## src/rtl/regfile_access_arbiter_pkg.sv

```systemverilog
// Shared definitions for the register-file access arbiter.
//   state_e        : arbiter FSM encoding (IDLE=00, ACCESS=01, RESP=10)
//   RF_DATA_WIDTH  : default register data width
//   RF_ADDR_WIDTH  : default register address width
//   idx_width()    : width of a requester index for a given requester count
package regfile_access_arbiter_pkg;

  localparam int RF_DATA_WIDTH = 32;
  localparam int RF_ADDR_WIDTH = 5;

  typedef enum logic [1:0] {
    ST_IDLE   = 2'b00,
    ST_ACCESS = 2'b01,
    ST_RESP   = 2'b10
  } state_e;

  function automatic int idx_width(input int n);
    return (n > 1) ? $clog2(n) : 1;
  endfunction

endpackage

```

## src/rtl/regfile_access_arbiter_if.sv

```systemverilog
// Requester-side bus of the register-file access arbiter.
//   req        : per-requester transaction request
//   req_wr     : per-requester op, 1 = write, 0 = read pair
//   req_addr_a : read address A, slice i belongs to requester i
//   req_addr_b : read address B
//   req_addr_w : write address
//   req_data_w : write data
//   gnt        : one-hot grant, high while the transaction owns the register file
//   ack        : one-hot single-cycle completion pulse
//   rd_data_a  : registered read data A, valid from ack until the next read
//   rd_data_b  : registered read data B
// Modports: master = requesters, slave = arbiter.
interface regfile_access_arbiter_if
  import regfile_access_arbiter_pkg::*;
#(
  parameter int NUM_REQ    = 2,
  parameter int DATA_WIDTH = RF_DATA_WIDTH,
  parameter int ADDR_WIDTH = RF_ADDR_WIDTH
);

  logic [NUM_REQ-1:0]            req;
  logic [NUM_REQ-1:0]            req_wr;
  logic [NUM_REQ*ADDR_WIDTH-1:0] req_addr_a;
  logic [NUM_REQ*ADDR_WIDTH-1:0] req_addr_b;
  logic [NUM_REQ*ADDR_WIDTH-1:0] req_addr_w;
  logic [NUM_REQ*DATA_WIDTH-1:0] req_data_w;
  logic [NUM_REQ-1:0]            gnt;
  logic [NUM_REQ-1:0]            ack;
  logic [DATA_WIDTH-1:0]         rd_data_a;
  logic [DATA_WIDTH-1:0]         rd_data_b;

  modport master (
    output req, req_wr, req_addr_a, req_addr_b, req_addr_w, req_data_w,
    input  gnt, ack, rd_data_a, rd_data_b
  );

  modport slave (
    input  req, req_wr, req_addr_a, req_addr_b, req_addr_w, req_data_w,
    output gnt, ack, rd_data_a, rd_data_b
  );

endinterface

```

## src/rtl/regfile_access_arbiter_rr_arbiter.sv

```systemverilog
// Combinational round-robin pick: the first asserted request at or after
// ptr (wrapping) wins.
//   req        : request vector
//   ptr        : index of the highest-priority requester
//   winner_oh  : one-hot winner, all zero when no request
//   winner_idx : winner index, zero when no request
module rr_arbiter
  import regfile_access_arbiter_pkg::*;
#(
  parameter  int NUM_REQ = 2,
  localparam int IDX_W   = idx_width(NUM_REQ)
) (
  input  logic [NUM_REQ-1:0] req,
  input  logic [IDX_W-1:0]   ptr,
  output logic [NUM_REQ-1:0] winner_oh,
  output logic [IDX_W-1:0]   winner_idx
);

  logic [IDX_W-1:0] cand;
  logic             found;

  always_comb begin
    winner_oh  = '0;
    winner_idx = '0;
    cand       = '0;
    found      = 1'b0;
    // Walk the requesters starting at ptr; the first hit wins.
    for (int i = 0; i < NUM_REQ; i++) begin
      cand = IDX_W'((int'(ptr) + i) % NUM_REQ);
      if (!found && req[cand]) begin
        found           = 1'b1;
        winner_oh[cand] = 1'b1;
        winner_idx      = cand;
      end
    end
  end

endmodule

```

## src/rtl/regfile_access_arbiter.sv

```systemverilog
// Shares one 2-read/1-write register file among NUM_REQ requesters.
// Round-robin arbitration, one transaction at a time: IDLE -> ACCESS -> RESP.
//   clk, rst    : clock; synchronous active-low reset
//   bus         : requester bus (slave modport)
//   busy        : high whenever the FSM is not in IDLE
//   rf_read     : register file READ strobe (ACCESS, read op)
//   rf_write    : register file WRITE strobe (ACCESS, write op)
//   rf_addr_r1  : read address A, rf_addr_r2 : read address B
//   rf_addr_w   : write address, rf_data_w : write data
//   rf_data_r1  : read data A, rf_data_r2 : read data B (float when rf_read=0)
// Build option REGFILE_R0_HARDWIRE_EN: register 0 reads as zero and writes to
// it are dropped (the transaction still acknowledges).
module regfile_access_arbiter
  import regfile_access_arbiter_pkg::*;
#(
  parameter int NUM_REQ    = 2,
  parameter int DATA_WIDTH = RF_DATA_WIDTH,
  parameter int ADDR_WIDTH = RF_ADDR_WIDTH
) (
  input  logic                    clk,
  input  logic                    rst,
  regfile_access_arbiter_if.slave bus,
  output logic                    busy,
  output logic                    rf_read,
  output logic                    rf_write,
  output logic [ADDR_WIDTH-1:0]   rf_addr_r1,
  output logic [ADDR_WIDTH-1:0]   rf_addr_r2,
  output logic [ADDR_WIDTH-1:0]   rf_addr_w,
  output logic [DATA_WIDTH-1:0]   rf_data_w,
  input  logic [DATA_WIDTH-1:0]   rf_data_r1,
  input  logic [DATA_WIDTH-1:0]   rf_data_r2
);

  localparam int IDX_W = idx_width(NUM_REQ);

  typedef struct packed {
    logic [IDX_W-1:0]      idx;
    logic                  wr;
    logic [ADDR_WIDTH-1:0] addr_a;
    logic [ADDR_WIDTH-1:0] addr_b;
    logic [ADDR_WIDTH-1:0] addr_w;
    logic [DATA_WIDTH-1:0] data_w;
  } txn_t;

  state_e                state, state_next;
  txn_t                  txn;
  logic [IDX_W-1:0]      ptr;
  logic [IDX_W-1:0]      arb_idx;
  logic [NUM_REQ-1:0]    arb_oh;
  logic                  arb_valid;
  logic [DATA_WIDTH-1:0] rd_a, rd_b;
  logic                  wr_suppress, zero_a, zero_b;

  logic [ADDR_WIDTH-1:0] addr_a_arr [NUM_REQ];
  logic [ADDR_WIDTH-1:0] addr_b_arr [NUM_REQ];
  logic [ADDR_WIDTH-1:0] addr_w_arr [NUM_REQ];
  logic [DATA_WIDTH-1:0] data_w_arr [NUM_REQ];

  for (genvar g = 0; g < NUM_REQ; g++) begin : g_unpack
    assign addr_a_arr[g] = bus.req_addr_a[g*ADDR_WIDTH +: ADDR_WIDTH];
    assign addr_b_arr[g] = bus.req_addr_b[g*ADDR_WIDTH +: ADDR_WIDTH];
    assign addr_w_arr[g] = bus.req_addr_w[g*ADDR_WIDTH +: ADDR_WIDTH];
    assign data_w_arr[g] = bus.req_data_w[g*DATA_WIDTH +: DATA_WIDTH];
  end

  rr_arbiter #(.NUM_REQ(NUM_REQ)) u_rr_arbiter (
    .req        (bus.req),
    .ptr        (ptr),
    .winner_oh  (arb_oh),
    .winner_idx (arb_idx)
  );

  assign arb_valid = |arb_oh;

`ifdef REGFILE_R0_HARDWIRE_EN
  assign wr_suppress = (txn.addr_w == '0);
  assign zero_a      = (txn.addr_a == '0);
  assign zero_b      = (txn.addr_b == '0);
`else
  assign wr_suppress = 1'b0;
  assign zero_a      = 1'b0;
  assign zero_b      = 1'b0;
`endif

  // State register.
  always_ff @(posedge clk) begin
    // NOTE: non-blocking assignments in clocked logic so every register
    // samples pre-edge values regardless of process evaluation order.
    if (!rst) state <= ST_IDLE;
    else      state <= state_next;
  end

  // Next-state logic.
  always_comb begin
    state_next = state;
    unique case (state)
      ST_IDLE:   if (arb_valid) state_next = ST_ACCESS;
      ST_ACCESS: state_next = ST_RESP;
      ST_RESP:   state_next = ST_IDLE;
      default:   state_next = ST_IDLE;
    endcase
  end

  // Transaction capture: requester fields are frozen here, so later changes
  // on the bus (including a dropped req) do not affect the transaction.
  always_ff @(posedge clk) begin
    // NOTE: deliberately no reset; these fields are only observed in
    // ACCESS/RESP, and ACCESS is always entered through this load in IDLE.
    if (state == ST_IDLE && arb_valid) begin
      txn.idx    <= arb_idx;
      txn.wr     <= bus.req_wr[arb_idx];
      txn.addr_a <= addr_a_arr[arb_idx];
      txn.addr_b <= addr_b_arr[arb_idx];
      txn.addr_w <= addr_w_arr[arb_idx];
      txn.data_w <= data_w_arr[arb_idx];
    end
  end

  // Round-robin pointer and read-data registers.
  always_ff @(posedge clk) begin
    if (!rst) begin
      ptr  <= '0;
      rd_a <= '0;
      rd_b <= '0;
    end else begin
      if (state == ST_RESP)
        ptr <= (txn.idx == IDX_W'(NUM_REQ - 1)) ? '0 : txn.idx + 1'b1;
      if (state == ST_ACCESS && !txn.wr) begin
        rd_a <= zero_a ? '0 : rf_data_r1;
        rd_b <= zero_b ? '0 : rf_data_r2;
      end
    end
  end

  // Output logic.
  always_comb begin
    // NOTE: every output gets a default first so no path leaves a latch.
    bus.gnt    = '0;
    bus.ack    = '0;
    rf_read    = 1'b0;
    rf_write   = 1'b0;
    rf_addr_r1 = '0;
    rf_addr_r2 = '0;
    rf_addr_w  = '0;
    rf_data_w  = '0;
    unique case (state)
      ST_ACCESS: begin
        bus.gnt[txn.idx] = 1'b1;
        rf_addr_r1       = txn.addr_a;
        rf_addr_r2       = txn.addr_b;
        rf_addr_w        = txn.addr_w;
        rf_data_w        = txn.data_w;
        rf_read          = !txn.wr;
        rf_write         = txn.wr && !wr_suppress;
      end
      ST_RESP: bus.ack[txn.idx] = 1'b1;
      default: ;
    endcase
  end

  assign busy          = (state != ST_IDLE);
  assign bus.rd_data_a = rd_a;
  assign bus.rd_data_b = rd_b;

endmodule
```

## src/flat_wrapper.sv

```systemverilog
// flat-port wrapper written by rule: the top's interface ports become plain ports
module regfile_access_arbiter_flat import regfile_access_arbiter_pkg::*;
#(
  parameter int NUM_REQ    = 2,
  parameter int DATA_WIDTH = RF_DATA_WIDTH,
  parameter int ADDR_WIDTH = RF_ADDR_WIDTH
)
  (clk, rst, busy, rf_read, rf_write, rf_addr_r1, rf_addr_r2, rf_addr_w, rf_data_w, rf_data_r1, rf_data_r2, bus_req, bus_req_wr, bus_req_addr_a, bus_req_addr_b, bus_req_addr_w, bus_req_data_w, bus_gnt, bus_ack, bus_rd_data_a, bus_rd_data_b);
  regfile_access_arbiter_if #(.NUM_REQ(NUM_REQ), .DATA_WIDTH(DATA_WIDTH), .ADDR_WIDTH(ADDR_WIDTH)) bus_i ();
  input  logic clk;
  input  logic rst;
  output logic busy;
  output logic rf_read;
  output logic rf_write;
  output logic [ADDR_WIDTH-1:0] rf_addr_r1;
  output logic [ADDR_WIDTH-1:0] rf_addr_r2;
  output logic [ADDR_WIDTH-1:0] rf_addr_w;
  output logic [DATA_WIDTH-1:0] rf_data_w;
  input  logic [DATA_WIDTH-1:0] rf_data_r1;
  input  logic [DATA_WIDTH-1:0] rf_data_r2;
  input wire logic [$bits(bus_i.req)-1:0] bus_req;
  input wire logic [$bits(bus_i.req_wr)-1:0] bus_req_wr;
  input wire logic [$bits(bus_i.req_addr_a)-1:0] bus_req_addr_a;
  input wire logic [$bits(bus_i.req_addr_b)-1:0] bus_req_addr_b;
  input wire logic [$bits(bus_i.req_addr_w)-1:0] bus_req_addr_w;
  input wire logic [$bits(bus_i.req_data_w)-1:0] bus_req_data_w;
  output wire logic [$bits(bus_i.gnt)-1:0] bus_gnt;
  output wire logic [$bits(bus_i.ack)-1:0] bus_ack;
  output wire logic [$bits(bus_i.rd_data_a)-1:0] bus_rd_data_a;
  output wire logic [$bits(bus_i.rd_data_b)-1:0] bus_rd_data_b;
  assign bus_i.req = bus_req;
  assign bus_i.req_wr = bus_req_wr;
  assign bus_i.req_addr_a = bus_req_addr_a;
  assign bus_i.req_addr_b = bus_req_addr_b;
  assign bus_i.req_addr_w = bus_req_addr_w;
  assign bus_i.req_data_w = bus_req_data_w;
  assign bus_gnt = bus_i.gnt;
  assign bus_ack = bus_i.ack;
  assign bus_rd_data_a = bus_i.rd_data_a;
  assign bus_rd_data_b = bus_i.rd_data_b;
  regfile_access_arbiter #(.NUM_REQ(NUM_REQ), .DATA_WIDTH(DATA_WIDTH), .ADDR_WIDTH(ADDR_WIDTH)) u_core (.clk(clk), .rst(rst), .bus(bus_i), .busy(busy), .rf_read(rf_read), .rf_write(rf_write), .rf_addr_r1(rf_addr_r1), .rf_addr_r2(rf_addr_r2), .rf_addr_w(rf_addr_w), .rf_data_w(rf_data_w), .rf_data_r1(rf_data_r1), .rf_data_r2(rf_data_r2));
endmodule
```

## config.mk

```make
export PLATFORM = sky130hd
export DESIGN_NAME = regfile_access_arbiter_flat
export DESIGN_NICKNAME = d
export VERILOG_FILES = /design/src/rtl/regfile_access_arbiter_pkg.sv /design/src/rtl/regfile_access_arbiter_if.sv /design/src/rtl/regfile_access_arbiter_rr_arbiter.sv /design/src/rtl/regfile_access_arbiter.sv /design/src/flat_wrapper.sv
export SDC_FILE = /design/constraint.sdc
export NUM_CORES = 1
export LEC_CHECK = 0
export BUFFER_PORTS_ARGS = -buffer_cell sky130_fd_sc_hd__buf_2
export CORE_MARGIN = 5
export CORE_UTILIZATION = 42
export CTS_BUF_LIST = sky130_fd_sc_hd__clkbuf_4
export CTS_CLUSTER_DIAMETER = 50
export DETAILED_ROUTE_END_ITERATION = 8
export HOLD_SLACK_MARGIN = 0.12
export PLACE_DENSITY = 0.86
export SYNTH_ARGS = -nofsm -noshare
export SYNTH_HDL_FRONTEND = slang
export SYNTH_HIERARCHICAL = 1
export SYNTH_SLANG_ARGS = --single-unit
```

## constraint.sdc

```tcl
create_clock -name clk -period 4.6 [get_ports clk]
set_input_delay 0.92 -clock clk [delete_from_list [all_inputs] [get_ports clk]]
set_output_delay 0.92 -clock clk [all_outputs]
set_load 0.005 [all_outputs]
```

=== Word level (Yosys, flattened, before mapping) ===
Index checks and enable logic that the tools add are counted.

* Register bits after elaboration: 116
* Bits in writable memories: 0
* Bits in latches: 0
* Logic and storage cells: 76
* Memory bits (read-only): 0
* Memories kept: 0

* Add/sub/neg operators: 2
* Bitwise gates (word level): 2
* Equality and inequality tests: 3
* Shifts and indexed selects: 0
* Multiplexer cells: 40
* Divide/modulo/power cells: 0
* Magnitude comparators: 8
* Reduce and logical (&&, ||, !) cells: 11
* $mul: 0

{| class="wikitable"
|+ Operators with widths
! operator !! number
|-
| $mux 32 || 4
|-
| $mux 5 || 12
|-
| $mux 1 || 15
|-
| $mux 2 || 5
|-
| $lt 1x2->1 const B || 4
|-
| $logic_and 1x1->1 || 6
|-
| $pmux 2 s2 || 1
|-
| $demux 1 s1 || 3
|-
| $ge 1x1->1 const B || 3
|-
| $add 1x1->1 const B || 2
|-
| $eq 2x1->1 const B || 1
|-
| $eq 2x2->1 const B || 1
|-
| $ge 2x2->1 const B || 1
|-
| $logic_not 1->1 || 2
|-
| $logic_not 2->1 || 1
|-
| $ne 2x1->1 const B || 1
|-
| $not 1->2 || 1
|-
| $or 2x2->2 || 1
|-
| $reduce_bool 2->1 || 1
|-
| $reduce_or 2->1 || 1
|}

=== Depth between registers and ports, before layout ===
Gate-level depths: netlist of the first run.

* Word-level depth: 10
* Depth in mapped cells: 5
* Depth with buffers taken out: 4

=== By module ===
Netlist of the first run, hierarchy kept.

{| class="wikitable"
|+ By module, submodules not included
! module !! times used !! area an instance (µm²) !! seq. area each (µm²) !! cells each
|-
| regfile_access_arbiter || 1 || 5,037.3 || 2,812.7 || 450
|-
| rr_arbiter || 1 || 30.0 || 0.0 || 4
|}

=== Least setup slack after synthesis of the first run ===
No wires, ideal clock.

* Kind: in2reg
* Start: in bus_req[1]
* End: reg u_core/txn[0] (netlist name), enable pin
* Path slack: 0.955 ns
* Required time: 4.144 ns
* Stages: 3
* Buffers on the path: 0
* Data arrival time: 3.188 ns
* Path through: a21boi_1 > nor2_1 > nor2_1

* Longest elaborated chain between the ends: 8
* Elaborated cells between the ends (all ways): 12
* Those cells by class: 7 x mux; 1 x bitwise; 4 x reduce/logical

{| class="wikitable"
|+ Ends and longest elaborated chain
! element !! line !! RTL
|-
| start, declared || flat_wrapper.sv:21 || <nowiki>input wire logic [$bits(bus_i.req)-1:0] bus_req;</nowiki>
|-
| $mux 1 (not written as such) (2 in series) || regfile_access_arbiter_rr_arbiter.sv:30 || <nowiki>if (!found && req[cand]) begin</nowiki>
|-
| $mux 1 || regfile_access_arbiter_rr_arbiter.sv:30 ||
|-
| $logic_not 1->1 || regfile_access_arbiter_rr_arbiter.sv:30 ||
|-
| $logic_and 1x1->1 || regfile_access_arbiter_rr_arbiter.sv:30 ||
|-
| $mux 2 (*) || regfile_access_arbiter_rr_arbiter.sv:30 ||
|-
| $reduce_or 2->1 (*) || regfile_access_arbiter.sv:73 || <nowiki>assign arb_valid = |arb_oh;</nowiki>
|-
| $logic_and 1x1->1 (*) || regfile_access_arbiter.sv:109 || <nowiki>if (state == ST_IDLE && arb_valid) begin</nowiki>
|-
| end, declared || regfile_access_arbiter.sv:46 || <nowiki>txn_t txn;</nowiki>
|}

Every way passes the cells marked *; elsewhere a longest branch is shown, timed or not. The select of a mux whose other input is x is not followed.
A chain may end at the register's enable or synchronous reset.

=== Worst setup path after layout of the first run ===
* Start: reg u_core.state[0]
* End: out rf_data_w[30]

* Longest elaborated chain between the ends: 2

{| class="wikitable"
|+ Ends and longest elaborated chain
! element !! line !! RTL
|-
| start, declared || regfile_access_arbiter.sv:45 || <nowiki>state_e state, state_next;</nowiki>
|-
| start signal, assigned || regfile_access_arbiter.sv:90 || <nowiki>else state <= state_next;</nowiki>
|-
| $eq 2x1->1 || regfile_access_arbiter.sv:146 || <nowiki>unique case (state)</nowiki>
|-
| $mux 32 || regfile_access_arbiter.sv:146 ||
|-
| end, declared || flat_wrapper.sv:18 || <nowiki>output logic [DATA_WIDTH-1:0] rf_data_w;</nowiki>
|}

No other way between the ends.

==> results.yml, run 1 <==
worst_setup_path:
  path_depth: 4
  reg2regPathDepth: 4
  path_class: "register to primary output"
  worst_setup_path_start_kind: "register"
  end_kind: "primary output"
  slowest_stage: "dfxtp_1"
  path_cells: "nor2b_2 > buf_4 > and2_1 > buf_2"
  startpoint: "u_core/state[0]"
  crit_fanout: 43
  cpPeakStageDelay_ns: 0.40
  critPathTopFamily: "simple AND/OR/NAND/NOR gates"
  crit_required_ns: 3.68
  timing.rr.start: "u_core/ptr"
  path_buf_inv: 2
  crit_arrival_ns: 1.93
yosys:
  postSynth.asyncResetShare_pct: 0
  synth_most_common_cell: "nand2_1"
  synth_area_leaders: "edfxtp_1, dfxtp_1, mux2i_1, mux2_2, nand2_1"
  synth_seq_cells: 116
  synth_area_leader_cell: "edfxtp_1"
  synth_area_um2: 5070
  synth_warnings: 6
  ys.flop_type: "dfxtp_1"
  synth_edf_count: 49
  synth.top_cell.area_share_pct: 29.0
  synth.distinct_cells: 22
  netlist_top_cells_count: "nand2_1, dfxtp_1, mux2i_1"
  avgSynthCellArea_um2: 11.2
  ys_seq_area_share_pct: 55.5
  synth_nets: 618
  synth_cells: 454
global_route:
  first_global_vias: 4107
  grt_pass1_wl_mm: 19.7
  grt_overflow: 0
  grt_usage_pct: 17.5
  antenna_found_initial: 0
  grt_start_max_net_pins: 97
sta:
  grt_setup_unrepaired: "no"
  fin_tns_setup_ns: 0
  setup-violations-final: 0
  worst_slew_pin_slew_ns: 1.06
  finClkSkew_ns: 0.0158
  max_slew_margin_pct: 29.5
  fin_crit_sh_pct: 62.0
  max_freq_mhz: 351
  drv_slew: 0
  finalCriticalPeriod_ns: 2.85
  final-hold-violation-count: 0
  setup_ws_ns: 1.75
clocking:
  clk_pin_slew_worst_paths_ns: 0.10
  cts.path.max_buffers: 2
  cts_buffers: 17
  clkSinkCount: 116
  cts_resized: 0
  hold_buffers: 0
  post_cts_buffers: 0
  cts-root-buf: "clkbuf_4"
  clkLatencyLatePin_ns: 0.52
  cts_tree: "built"
  h-tree-depth: 4
placed_design:
  gp_congestion: 0.785
  place_area_um2: 6550
  hpwlAfterDp_mm: 9.72
  pre_cts_slack_ns: 1.80
  io_buffer_count: 281
route:
  totalWireLength_mm: 13.1
  vias_per_cell: 4.66
  first_iter_violations: 159
  num_vias: 4139
  dr.pass1.iters: 4
  ant_nets: 0
  post_drt_wl_per_cell_um: 14.7
  drc: 0
job:
  drv_cap: 0
power:
  ir_drop_mv: 0.262
  p_leak_nw: 3.25
  powerDensity_nw_per_um2: 347
outcome:
  status: "finished, final reports clean"
die:
  fp.dieW_um: 120
  initial_core_util_pct: 42.5
  fp-row-count: 40
  design.core.area_um2: 11900
  die_h_um: 120
  ios: 282
  die-area_um2: 14400
cells_and_area:
  antenna_cells: 0
  design_area_um2: 6880
  nNetsFinal: 892
  area_growth_pct: 35.8
  drive_gt1_share_pct: 49.9
worst_hold_path:
  hp-start: "u_core/bus.rd_data_b[29]"
  min_path_cells: 2
  hold_path_class: "register to register"
-- state kept, by name (all words and copies together) (netlist names) --
register and cells:
u_core/ptr 1, u_core/bus.rd_data_b 32, u_core/txn 49, u_core/state 2, u_core/bus.rd_data_a 32
-- cell usage in the layout, fill, tap and decap left out, types with 2 or more instances in the layout --
cell,instances
mux2_2,48
bufinv_16,5
inv_2,2
clkinv_1,2
and2_1,50
edfxtp_1,49
nand2_1,128
mux2i_1,64
buf_2,280
buf_4,6
inv_1,3
dfxtp_1,67
clkinv_2,3
clkbuf_4,19
nor2_1,2
-- worst paths after layout --
| kind | end | slack, ns |
|---|---|---|
| max | rf_data_w[30] | 1.75 |
| max reg2reg | u_core/txn[26] | 2.39 |
| min reg2reg | u_core/bus.rd_data_b[29] | 0.46 |
| min | u_core/bus.rd_data_b[29] | 0.46 |
-- worst reg2reg max path: stages, from the launching register on --
cell and delay [ns]:
dfxtp_1 0.38, inv_1 0.10, a21boi_4 0.61, buf_4 0.47, mux2_2 0.40
-- area by class of cell --
cell class,count,area (um2)
fillers,1004,5030
clock buffers,19,143
repair buffers,286,1450
well taps,147,184
clock inverters,13,186
flip-flops and latches,116,2810
multi-input cells,304,2100
inverters,3,11.3
-- layer usage --
metal	global-route usage [%]	up-vias	share of wire, %
met3	8.95	17	11
li1	-	2071	-
met5	0	-	0
met4	5.87	0	1.3
met1	19.3	1849	39
met2	29.1	202	49
-- where the power goes --
part / switching (mW) / leakage [nW] / internal [mW]
clock: 0.371 / 0.186 / 0.489
combinational: 0.162 / 2.04 / 0.176
sequential: 0.0285 / 1.02 / 1.16
total: 0.562 / 3.25 / 1.83
-- per-stage QoR --
step                      instances  util, %  total power, mW  hold WS, ns
after floorplan                 454        -             1.40        0.451
final                           888     57.8             2.39        0.458
after CTS                       888     57.8             2.42        0.459
after global placement          856     55.0             1.55        0.439
after detailed placement        856     55.0             1.56        0.443
after global routing            888     57.8             2.52        0.469
-- logic make-up (layout without fill, tap and decap cells) --
family                 after synthesis  after routing  share of synthesized area, %
buffers and inverters               34            321                          3.63
muxes                              112            112                          23.3
AOI/OAI and AO/OA                    4              4                         0.667
and+or+nand+nor                    188            188                          16.9
DFF                                116            116                          55.5
Power figures use the tool's default switching activity.
==> run 2, diff against run 1 <==
--- a/config.mk
+++ b/config.mk
@@ -5,6 +5,7 @@
 export SDC_FILE = /design/constraint.sdc
 export NUM_CORES = 1
 export LEC_CHECK = 0
+export ABC_AREA = 1
 export BUFFER_PORTS_ARGS = -buffer_cell sky130_fd_sc_hd__buf_2
 export CORE_MARGIN = 5
 export CORE_UTILIZATION = 42
==> constraint.sdc (replaced) <==
create_clock -name clk -period 2.82 [get_ports clk]
set_input_delay 0.564 -clock clk [delete_from_list [all_inputs] [get_ports clk]]
set_output_delay 0.564 -clock clk [all_outputs]
set_load 0.005 [all_outputs]
==> results.yml, run 2 <==
worst_setup_path:
  cpPeakStageDelay_ns: 0.38
  path_class: "register to primary output"
  slowest_stage: "dfxtp_1"
  crit_required_ns: 2.26
  critPathTopFamily: "buffers and inverters"
  path_buf_inv: 3
  end_kind: "primary output"
  path_cells: "inv_2 > nand2_1 > buf_12 > nor2_1 > buf_2"
  worst_setup_path_start_kind: "register"
  crit_arrival_ns: 1.72
  crit_fanout: 42
route:
  met1_length_mm: 5.61
  totalWireLength_mm: 14.2
  wl_met3_mm: 1.07
  ant_nets: 0
  num_vias: 4669
  wl_met2_mm: 7.24
  vias_per_cell: 4.27
  drc: 0
  first_iter_violations: 301
  highest_layer: "met4"
  dr.pass1.iters: 6
  post_drt_wl_per_cell_um: 13.0
yosys:
  postSynth.asyncResetShare_pct: 0
  synth.distinct_cells: 17
  ys.flop_type: "dfxtp_1"
  ys_seq_area_share_pct: 53.8
  netlist_top_cells_count: "nor2_1, nand2_1, inv_1"
  synth_warnings: 6
  synth_area_um2: 5230
  synth_seq_cells: 116
  synth_most_common_cell: "nor2_1"
  synth_nets: 800
  synth_edf_count: 49
  synth_area_leader_cell: "edfxtp_1"
  synth_area_leaders: "edfxtp_1, dfxtp_1, nor2_1, mux2_2, nand2_1"
  synth_cells: 636
  synth.top_cell.area_share_pct: 28.1
  avgSynthCellArea_um2: 8.22
sta:
  fin_tns_setup_ns: 0
  drv_slew: 0
  setup_ws_ns: 0.536
  worst_slew_pin_slew_ns: 0.437
  max_slew_margin_pct: 70.9
  grt_setup_unrepaired: "no"
  max_freq_mhz: 438
  setup-violations-final: 0
  fin_crit_sh_pct: 81.0
  finClkSkew_ns: 0.0155
  final-hold-violation-count: 0
  whs_ns: 0.284
  finalCriticalPeriod_ns: 2.28
die:
  design.core.area_um2: 12100
  die-area_um2: 14800
  fp.dieW_um: 122
  ios: 282
  fp-row-count: 40
  initial_core_util_pct: 43.2
  die_h_um: 122
placed_design:
  gp_congestion: 0.921
  io_buffer_count: 281
  hpwlAfterDp_mm: 10.8
  pre_cts_slack_ns: 1.01
global_route:
  grt_overflow: 0
  grt_pass1_wl_mm: 21.5
  antenna_found_initial: 1
  grt_start_max_net_pins: 109
  first_global_vias: 4455
  grt_usage_pct: 18.7
cells_and_area:
  drive_gt1_share_pct: 39.9
  largest_reg_flops: 49
  top_register: "u_core/txn"
  final_util_pct: 57.8
  final_common_cell: "buf_2"
  final_cell_mix: "buf_2, nor2_1, nand2_1"
  fillers: 1127
  area_growth_pct: 33.8
  nNetsFinal: 1075
clocking:
  cts.path.max_buffers: 2
  cts_tree: "built"
  cts-root-buf: "clkbuf_4"
  post_cts_buffers: 0
  h-tree-depth: 4
  hold_buffers: 0
  clkSinkCount: 116
  cts_resized: 0
  clk_pin_slew_worst_paths_ns: 0.10
  cts_buffers: 17
  clkLatencyLatePin_ns: 0.50
job:
  drv_cap: 0
power:
  ir_drop_mv: 0.347
  powerDensity_nw_per_um2: 523
  total_power_mw: 3.66
  p_leak_nw: 4.01
worst_hold_path:
  hold_path_class: "input pin to register"
outcome:
  status: "finished, final reports clean"
-- run 2: cell families after synthesis --
kind of cell	Yosys count	synth area share, %
muxes	48	10.3
AOI/OAI and AO/OA	4	0.502
and+or+nand+nor	317	22.9
buffers and inverters	151	12.4
DFF	116	53.8
-- run 2: per-layer routing --
layer	vias up	GRT usage, %
met3	20	5.94
met5	-	0
met1	2041	21.4
met2	167	32.7
met4	0	7.00
li1	2441	-
-- run 2: layout make-up --
class | count | area, um2 | share of cell area (%)
antenna | 1 | 2.50 | 0.0358
clock buffer | 18 | 135 | 1.93
clock inverter | 14 | 93.8 | 1.34
inverter | 120 | 450 | 6.44
multi-input combinational | 369 | 1790 | 25.6
sequential | 116 | 2810 | 40.2
tap | 168 | 210 | 3.00
timing repair buffer | 287 | 1500 | 21.5
-- run 2: path summary, 6_finish.rpt --
kind | startpoint | endpoint | slack, ns | cells after the start
max reg2reg | u_core/ptr | u_core/txn[47] | 1.25 | 4
min | rf_data_r2[22] | u_core/bus.rd_data_b[22] | 0.28 | 3
min reg2reg | u_core/bus.rd_data_a[15] | u_core/bus.rd_data_a[15] | 0.51 | 4
max | u_core/state[1] | bus_gnt[1] | 0.54 | 5
-- run 2: through the flow --
step / instances / cell area (um2)
2_1_floorplan: 636 / 5230
4_1_cts: 1092 / 7000
3_3_place_gp: 1060 / 6770
3_5_place_dp: 1060 / 6770
6_report: 1093 / 7000
5_1_grt: 1093 / 7000
-- run 2: where the power goes --
part	switching (mW)	leakage (nW)	internal (mW)
sequential	0.0538	1.02	1.92
combinational	0.358	2.85	0.308
clock	0.598	0.139	0.426
-- run 2: tightest hold or removal path, stage by stage --
cell    delay [ns]
buf_2         0.07
nor2_1        0.03
nor2_1        0.08
